`config.mk`:
```
export PLATFORM = sky130hd
export DESIGN_NAME = adc_ddr_sample_packer
export DESIGN_NICKNAME = d
export VERILOG_FILES = /design/src/rtl/adc_ddr_sample_packer.sv
export SDC_FILE = /design/constraint.sdc
export NUM_CORES = 1
export LEC_CHECK = 0
export CORE_AREA = 2 2 292 294
export DETAILED_ROUTE_END_ITERATION = 16
export DIE_AREA = 0 0 294 296
export GPL_TIMING_DRIVEN = 0
export RECOVER_POWER = 25
export SYNTH_ARGS = -nofsm -noshare
export SYNTH_HDL_FRONTEND = slang
export SYNTH_SLANG_ARGS = --single-unit
```
`constraint.sdc`:
```
create_clock -name clk_in -period 7.5 [get_ports clk_in]
set_clock_uncertainty 0.2 [all_clocks]
set_input_delay 1.875 -clock clk_in [delete_from_list [all_inputs] [get_ports clk_in]]
set_output_delay 1.875 -clock clk_in [all_outputs]
set_load 0.005 [all_outputs]
```
`src/rtl/adc_ddr_sample_packer.sv`:
```
// adc_ddr_sample_packer: DDR ADC lane reassembly, pattern training, sample
// packing and FWFT output FIFO. Optional test ramp: ADC_PACK_TEST_RAMP_EN.
module adc_ddr_sample_packer #(
  parameter int LANES = 6,
  parameter int SAMPLES_PER_WORD = 4,
  parameter int FIFO_DEPTH = 16,
  parameter logic [2*LANES-1:0] TRAIN_PATTERN = 12'hA5C,
  parameter int TRAIN_LOCK_CNT = 16,
  parameter int TRAIN_TIMEOUT = 256
) (
  input  logic clk_in,
  input  logic rst_n,
  input  logic [LANES-1:0] ddr_q1,
  input  logic [LANES-1:0] ddr_q2,
  input  logic or_in,
  input  logic align_start,
`ifdef ADC_PACK_TEST_RAMP_EN
  input  logic ramp_sel,
`endif
  output logic aligned,
  output logic align_fail,
  output logic [2*LANES*SAMPLES_PER_WORD-1:0] m_data,
  output logic [SAMPLES_PER_WORD-1:0] m_or,
  output logic m_valid,
  input  logic m_ready,
  output logic [$clog2(FIFO_DEPTH):0] fifo_level,
  output logic [15:0] overflow_cnt
);

  localparam int SW  = 2*LANES;
  localparam int SPW = SAMPLES_PER_WORD;
  localparam int DW  = SW*SPW;
  localparam int FW  = DW+SPW;
  localparam int AW  = $clog2(FIFO_DEPTH);
  localparam int IW  = (SPW > 1) ? $clog2(SPW) : 1;
  localparam int MW  = $clog2(TRAIN_LOCK_CNT+1);
  localparam int TW  = (TRAIN_TIMEOUT > 1) ? $clog2(TRAIN_TIMEOUT) : 1;

  typedef enum logic [1:0] {
    S_IDLE,
    S_TRAIN,
    S_LOCKED,
    S_FAIL
  } state_t;

  state_t r_state, w_state_nxt;
  logic r_swap, w_swap_nxt;
  logic [MW-1:0] r_match, w_match_nxt;
  logic [TW-1:0] r_tmo, w_tmo_nxt;
  logic r_aligned, r_align_fail;

  logic [LANES-1:0] r_q2_d;
  logic [SW-1:0] r_sample, w_sample;
  logic r_sample_or, w_sample_or;
  logic r_smp_vld;
  logic w_hit;

  logic [IW-1:0] r_idx;
  logic [DW-1:0] r_word;
  logic [SPW-1:0] r_word_or;
  logic r_word_vld;

  logic [FW-1:0] r_mem [FIFO_DEPTH];
  logic [AW-1:0] r_wr, r_rd;
  logic [AW:0] r_cnt;
  logic [15:0] r_ovf;
  logic w_full, w_push, w_drop, w_pop;
  logic [FW-1:0] w_rd_data;

`ifdef ADC_PACK_TEST_RAMP_EN
  logic [SW-1:0] r_ramp;

  always_ff @(posedge clk_in or negedge rst_n) begin
    if (!rst_n) begin
      r_ramp <= '0;
    end else if (r_state != S_LOCKED || align_start) begin
      r_ramp <= '0;
    end else begin
      r_ramp <= r_ramp + 1'b1;
    end
  end
`endif

  // swap=1 takes the low half from the previous falling edge
  always_comb begin
    w_sample = r_swap ? {ddr_q1, r_q2_d} : {ddr_q2, ddr_q1};
    w_sample_or = or_in;
`ifdef ADC_PACK_TEST_RAMP_EN
    if (ramp_sel && r_state == S_LOCKED) begin
      w_sample = r_ramp;
      w_sample_or = 1'b0;
    end
`endif
  end

  always_ff @(posedge clk_in or negedge rst_n) begin
    if (!rst_n) begin
      r_q2_d <= '0;
      r_sample <= '0;
      r_sample_or <= 1'b0;
      r_smp_vld <= 1'b0;
    end else begin
      r_q2_d <= ddr_q2;
      r_sample <= w_sample;
      r_sample_or <= w_sample_or;
      r_smp_vld <= r_aligned && !align_start;
    end
  end

  assign w_hit = (r_sample == TRAIN_PATTERN);

  always_comb begin
    w_state_nxt = r_state;
    w_swap_nxt = r_swap;
    w_match_nxt = r_match;
    w_tmo_nxt = r_tmo;
    if (align_start) begin
      w_state_nxt = S_TRAIN;
      w_swap_nxt = 1'b0;
      w_match_nxt = '0;
      w_tmo_nxt = '0;
    end else begin
      unique case (r_state)
        S_IDLE: ;
        S_TRAIN: begin
          w_match_nxt = w_hit ? r_match + 1'b1 : '0;
          w_tmo_nxt = r_tmo + 1'b1;
          if (r_match == MW'(TRAIN_LOCK_CNT)) begin
            w_state_nxt = S_LOCKED;
          end else if (r_tmo == TW'(TRAIN_TIMEOUT-1)) begin
            w_match_nxt = '0;
            w_tmo_nxt = '0;
            if (!r_swap) begin
              w_swap_nxt = 1'b1;
            end else begin
              w_swap_nxt = 1'b0;
              w_state_nxt = S_FAIL;
            end
          end
        end
        S_LOCKED: ;
        S_FAIL: w_swap_nxt = 1'b0;
      endcase
    end
  end

  always_ff @(posedge clk_in or negedge rst_n) begin
    if (!rst_n) begin
      r_state <= S_IDLE;
      r_swap <= 1'b0;
      r_match <= '0;
      r_tmo <= '0;
      r_aligned <= 1'b0;
      r_align_fail <= 1'b0;
    end else begin
      r_state <= w_state_nxt;
      r_swap <= w_swap_nxt;
      r_match <= w_match_nxt;
      r_tmo <= w_tmo_nxt;
      r_aligned <= (r_state == S_LOCKED) && !align_start;
      r_align_fail <= (r_state == S_FAIL) && !align_start;
    end
  end

  always_ff @(posedge clk_in or negedge rst_n) begin
    if (!rst_n) begin
      r_idx <= '0;
      r_word <= '0;
      r_word_or <= '0;
      r_word_vld <= 1'b0;
    end else if (align_start) begin
      r_idx <= '0;
      r_word <= '0;
      r_word_or <= '0;
      r_word_vld <= 1'b0;
    end else begin
      r_word_vld <= 1'b0;
      if (r_smp_vld) begin
        r_word[r_idx*SW +: SW] <= r_sample;
        r_word_or[r_idx] <= r_sample_or;
        if (r_idx == IW'(SPW-1)) begin
          r_idx <= '0;
          r_word_vld <= 1'b1;
        end else begin
          r_idx <= r_idx + 1'b1;
        end
      end
    end
  end

  // full is taken from the pre-pop count, so a pop never rescues a push
  assign w_full = (r_cnt == (AW+1)'(FIFO_DEPTH));
  assign w_push = r_word_vld && !w_full && !align_start;
  assign w_drop = r_word_vld && w_full && !align_start;
  assign w_pop = m_valid && m_ready && !align_start;

  always_ff @(posedge clk_in) begin
    if (w_push) begin
      r_mem[r_wr] <= {r_word_or, r_word};
    end
  end

  always_ff @(posedge clk_in or negedge rst_n) begin
    if (!rst_n) begin
      r_wr <= '0;
      r_rd <= '0;
      r_cnt <= '0;
      r_ovf <= '0;
    end else if (align_start) begin
      r_wr <= '0;
      r_rd <= '0;
      r_cnt <= '0;
    end else begin
      if (w_push) r_wr <= r_wr + 1'b1;
      if (w_pop) r_rd <= r_rd + 1'b1;
      case ({w_push, w_pop})
        2'b10: r_cnt <= r_cnt + 1'b1;
        2'b01: r_cnt <= r_cnt - 1'b1;
        default: ;
      endcase
      if (w_drop && r_ovf != 16'hFFFF) begin
        r_ovf <= r_ovf + 1'b1;
      end
    end
  end

  assign w_rd_data = r_mem[r_rd];
  assign m_valid = (r_cnt != '0);
  assign m_data = m_valid ? w_rd_data[DW-1:0] : '0;
  assign m_or = m_valid ? w_rd_data[FW-1:DW] : '0;
  assign fifo_level = r_cnt;
  assign overflow_cnt = r_ovf;
  assign aligned = r_aligned;
  assign align_fail = r_align_fail;

endmodule

```
Yosys cells after proc, flatten, opt, wreduce, memory -nomap -nowiden

Memories as Yosys holds them, arrays and structs flattened.
Cells that the tools add are included.

RAM bits: 832
Output and inout bits: 76
Logic and storage cells: 116
Input bits: 17
Memories kept: 1
Flip-flop bits (word level): 122

Memories:

| memory | words | bits a word | read ports | clocked after memory_dff | wr ports | RTL line | source |
|---|---|---|---|---|---|---|---|
| r_mem  | 16    | 52          | 1          | 0                        | 1        | 63       | `logic [FW-1:0] r_mem [FIFO_DEPTH];` |

Bitwise operators: 1
Muxes and demuxes: 44
Add/subtract/negate cells: 9
Reductions and logical operators: 25
Eq/ne operators: 13
$mul: 1
Shift operators: 2
Order comparisons: 2

Operator list:

| kind                                                                     | number |
|---|---|
| 48-bit two-way mux                                                       | 3 |
| 48-bit bitwise mux                                                       | 1 |
| 12-bit by 34-bit variable shift with 48-bit output, first input constant | 1 |
| 12-bit by 34-bit variable part select with 48-bit output                 | 1 |
| 6-bit negation with 34-bit output                                        | 1 |
| 8-bit two-way mux                                                        | 4 |
| 5-bit two-way mux                                                        | 6 |
| 4-bit two-way mux                                                        | 7 |
| 16-bit by 1-bit adder with 16-bit output, second input constant          | 1 |
| 2-bit two-way mux                                                        | 8 |
| 16-bit inequality test, second input constant                            | 1 |
| 12-bit == test, second input constant                                    | 1 |
| 12-bit two-way mux                                                       | 1 |
| 3-bit nonzero test                                                       | 4 |
| 1-bit logical AND                                                        | 11 |
| 5-bit by 1-bit adder with 5-bit output, second input constant            | 2 |
| 5-bit == test, second input constant                                     | 2 |
| 1-bit two-way mux                                                        | 10 |
| 5-bit case mux with 2 select lines                                       | 1 |
| 4-bit by 1-bit adder with 4-bit output, second input constant            | 2 |
| 8-bit by 1-bit adder with 8-bit output, second input constant            | 1 |
| 2-bit == test, second input constant                                     | 4 |
| 8-bit == test, second input constant                                     | 1 |
| 2-bit nonzero test                                                       | 4 |
| 15 further kinds                                                         | 19 |

Longest topological paths before layout

Depth after elaboration: 7
Gate-level depth with buffers: 11
Depth with buffers taken out: 9

Worst setup path before layout

OpenSTA, ideal clock, no wires.

Kind: input-to-reg
From: in align_start
To: mem r_mem[0][0] (netlist bit) (enable)
Buffers on the path: 1
Path slack: 0.819 ns
Arrival time: 5.955 ns
Required time: 6.774 ns
Setup time: 0.526 ns
Stages on the path: 5
Cell sequence: clkbuf_1 -> inv_1 -> and2_1 -> nand2_1 -> nor3_1

Word-level cells in the longest chain between the ends: 4

RTL lines:

| element                                 | RTL line | source |
|---|---|---|
| from (decl)                             | 16       | `input logic align_start,` |
| 1-bit zero test                         | 193      | `assign w_push = r_word_vld && !w_full && !align_start;` |
| 1-bit logical AND                       | 193      |  |
| 1-bit two-way mux                       | 198      | `if (w_push) begin` |
| 1-bit two-way mux (not written as such) | 199      | `r_mem[r_wr] <= {r_word_or, r_word};` |
| to (decl)                               | 63       |  |

Every way passes these cells.

Worst setup path after layout

From: reg r_rd[1]
To: out m_data[2]

Word-level cells in the longest chain between the ends: 2

RTL lines:

| element                | RTL line | source |
|---|---|---|
| from (decl)            | 64       | `logic [AW-1:0] r_wr, r_rd;` |
| from (signal assigned) | 215      | `if (w_pop) r_rd <= r_rd + 1'b1;` |
| memory 16 x 52 bit     | --       |  |
| 48-bit two-way mux     | 229      | `assign m_data = m_valid ? w_rd_data[DW-1:0] : '0;` |
| to (decl)              | 22       | `output logic [2*LANES*SAMPLES_PER_WORD-1:0] m_data,` |

Every way passes these cells.

==> results.json <==
{
  "first_iter_violations": 2063,
  "ys_seq_area_share_pct": 74.8,
  "intPower_mw": 8.95,
  "timing.final.ws_setup_ns": 1.27,
  "hold_path_class": "reg2reg",
  "rows": 107,
  "syn_to_final_growth_pct": 17.0,
  "switching_share_pct": 23.4,
  "worstSetupPathType": "reg2out",
  "port_buffers": 91,
  "grt_pass1_vias": 19500,
  "synth_area_leaders": "edfxtp_1 (67%), mux4_2 (16%), dfrtp_1 (8.1%), and2_1 (0.92%), buf_6 (0.69%)",
  "p_leak_nw": 16.2,
  "fin_nets": 2066,
  "slew_headroom_pct": 22.7,
  "synthTopCellsByCount": "edfxtp_1 (832), mux4_2 (260), dfrtp_1 (122)",
  "cts_setup_buffers": 0,
  "max_freq_mhz": 161,
  "p_seq_share_pct": 49.2,
  "grt_setup_unrepaired": "no",
  "final_area_um2": 43800,
  "power_frac_clock_pct": 40.0,
  "num_vias": 18400,
  "diodes": 0,
  "drcViolationCount": 0,
  "slew_viol_final": 0,
  "critPathMaxFanout": 10,
  "ctsRootBufferMaster": "clkbuf_16",
  "die_y_um": 296,
  "status": "completed",
  "dp_hpwl_um": 56200,
  "dpl_worst_slack_ns": 1.93,
  "synth_edf_count": 832,
  "ioPinCount": 93,
  "power-per-cell-area_nw_per_um2": 266,
  "antenna_found_initial": 2,
  "syn-cell-area_um2": 37500,
  "fillers": 6565,
  "wl_per_cell_um": 27.7,
  "placedInstanceArea_um2": 40800,
  "r2r_cells": 8,
  "setup_viol": 0,
  "synth-main-ff-cell": "edfxtp_1",
  "synth_nets": 1819,
  "grt_use_total_pct": 20.8,
  "startpoint_type": "register",
  "routed_via_density": 5.75,
  "period_minus_slack_ns": 6.23,
  "seqCellArea_um2": 28000,
  "tightest_slew_ns": 1.16,
  "overflow": 0,
  "maxCapViolCount": 0,
  "yosysTopAreaCell": "edfxtp_1",
  "cts_tree": "built",
  "synth_cells": 1785,
  "p_sw_mw": 2.73,
  "grt_max_degree": 77,
  "die_area_um2": 87000,
  "peakVddDrop_uv": 229,
  "ctsResizeCount": 0,
  "yosysMostFrequentCell": "edfxtp_1",
  "h-tree-depth": 3,
  "hold-path-cell-count": 1,
  "wl_um": 88600,
  "cts_made_buffers": 96,
  "worst_ep_required_time_ns": 5.43,
  "cts_buffer_depth": 3,
  "drive_gt1_share_pct": 24.8,
  "grt_pass1_wl_um": 130000,
  "synth_top_area_share_pct": 66.7,
  "ys_seq_elements": 954,
  "final_hold_viol_count": 0,
  "gp_congestion": 0.817,
  "cts.clk_slew.worst_paths_ns": 0.06,
  "combinationalPowerShare_pct": 10.8,
  "drtPass1Iterations": 5,
  "clock-sinks": 954,
  "multi_input_area_um2": 8960,
  "ys_warn_count": 0,
  "cp.arrival_ns": 4.16,
  "ant_nets": 0,
  "holdBufCountCts": 0,
  "syn_avg_cell_area_um2": 21.0,
  "period_share_pct": 83.1,
  "worstSkewPairLatency_ns": 0.65,
  "yosysUniqueCellTypes": 56,
  "endpoint_kind": "output port",
  "async_flop_share_pct": 12.8,
  "start_util_pct": 44.5,
  "core_area_um2": 84200,
  "die_w_um": 294
}
## registers in the layout (all words and copies together), names as in the netlist, 2 cells and up
| signal | cells |
|---|---|
| fifo_level | 5 |
| overflow_cnt | 16 |
| r_idx | 2 |
| r_match | 5 |
| r_mem | 832 |
| r_q2_d | 6 |
| r_rd | 4 |
| r_sample | 12 |
| r_state | 2 |
| r_tmo | 8 |
| r_word | 48 |
| r_word_or | 4 |
| r_wr | 4 |
## per-stage QoR
stage / hold WS (ns) / instances / TNS, ns / utilization (%) / total power [mW]
floorplan: 0.254 / 1785 / 0 / - / 6.65
CTS: 0.283 / 3199 / 0 / 52.1 / 11.8
global placement: 0.265 / 2966 / -2306.63 / 47.2 / 7.13
global route: 0.300 / 3199 / 0 / 52.1 / 12.1
detailed placement: 0.270 / 3024 / 0 / 48.4 / 7.15
finish: 0.285 / 3199 / 0 / 52.1 / 11.7
## layout make-up
class	count	share of cell area, %
Clock buffer	130	6.00
Tap cell	1090	3.11
Buffer	94	1.23
Timing Repair Buffer	149	4.17
Sequential cell	954	63.9
Clock inverter	45	0.999
Multi-Input combinational cell	725	20.4
Inverter	12	0.103
## final timing paths
check / startpoint / endpoint / slack [ns]
setup / recovery: r_rd[1] / m_data[2] / 1.27
min in group asynchronous: rst_n / overflow_cnt[14] / 0.96
hold / removal: r_q2_d[4] / r_sample[4] / 0.29
hold reg to reg: r_q2_d[4] / r_sample[4] / 0.29
setup reg to reg: r_word_vld / r_mem[3][20] / 3.93
max in group asynchronous: rst_n / r_word[45] / 5.40
## power by group through the flow
stage | Clock [mW] | Sequential [mW] | Combinational [mW]
after CTS | 4.75 | 5.74 | 1.30
after floorplan | 0 | 5.84 | 0.809
after global placement | 0 | 5.85 | 1.29
final | 4.68 | 5.74 | 1.26
after global routing | 4.96 | 5.74 | 1.36
after detailed placement | 0 | 5.85 | 1.30
## cells in the final DEF, fill, tap and decap left out, drive strengths merged, types with 5 or more instances in the layout
master,synthesis,final
ha,17,17
mux2,13,13
nand2b,5,5
dfrtp,122,122
and3,5,5
a22oi,6,6
xnor2,16,16
edfxtp,832,832
nor2b,10,10
nor2,49,49
o211ai,7,7
xor2,15,15
mux4,260,260
clkdlybuf4s50,0,90
mux2i,11,11
a22o,22,22
nand2,69,69
clkinv,0,35
nand4,9,9
nor3b,6,6
a21o,5,5
o21ai,39,39
and2,55,55
clkbuf,55,185
bufinv,0,8
nand3,18,18
nor3,14,14
or2,5,5
a21oi,34,34
buf,39,98
inv,12,13
## routing by layer
metal / global-route usage [%] / share of wire [%] / vias up / wire length [µm]
met3: 3.34 / 6.9 / 101 / 6150
met4: 5.54 / 1.9 / 0 / 1690
li1: - / - / 7842 / -
met5: 0 / 0 / - / 0
met2: 34.6 / 50 / 664 / 43900
met1: 28.9 / 42 / 9791 / 36900
## worst max-delay path, stage by stage, from the launching register on
cell and delay, ns:
dfrtp_1 0.40, clkbuf_1 0.79, clkbuf_1 0.76, mux4_2 0.44
mux4_2 0.50, and2_1 0.17, clkdlybuf4s50_1 0.44
## logic make-up (layout without fill, tap and decap cells)
family          after synthesis  count (layout)  synth area share (%)
flops                       954             954                  74.8
mux                         284             284                  16.3
simple gates                263             263                  3.76
compound gates              130             130                  2.26
buf+inv                     106             430                  1.56
xor+xnor                     31              31                 0.725
fa+ha+maj                    17              17                 0.568
Note: power is estimated with default switching activity, not from simulation.
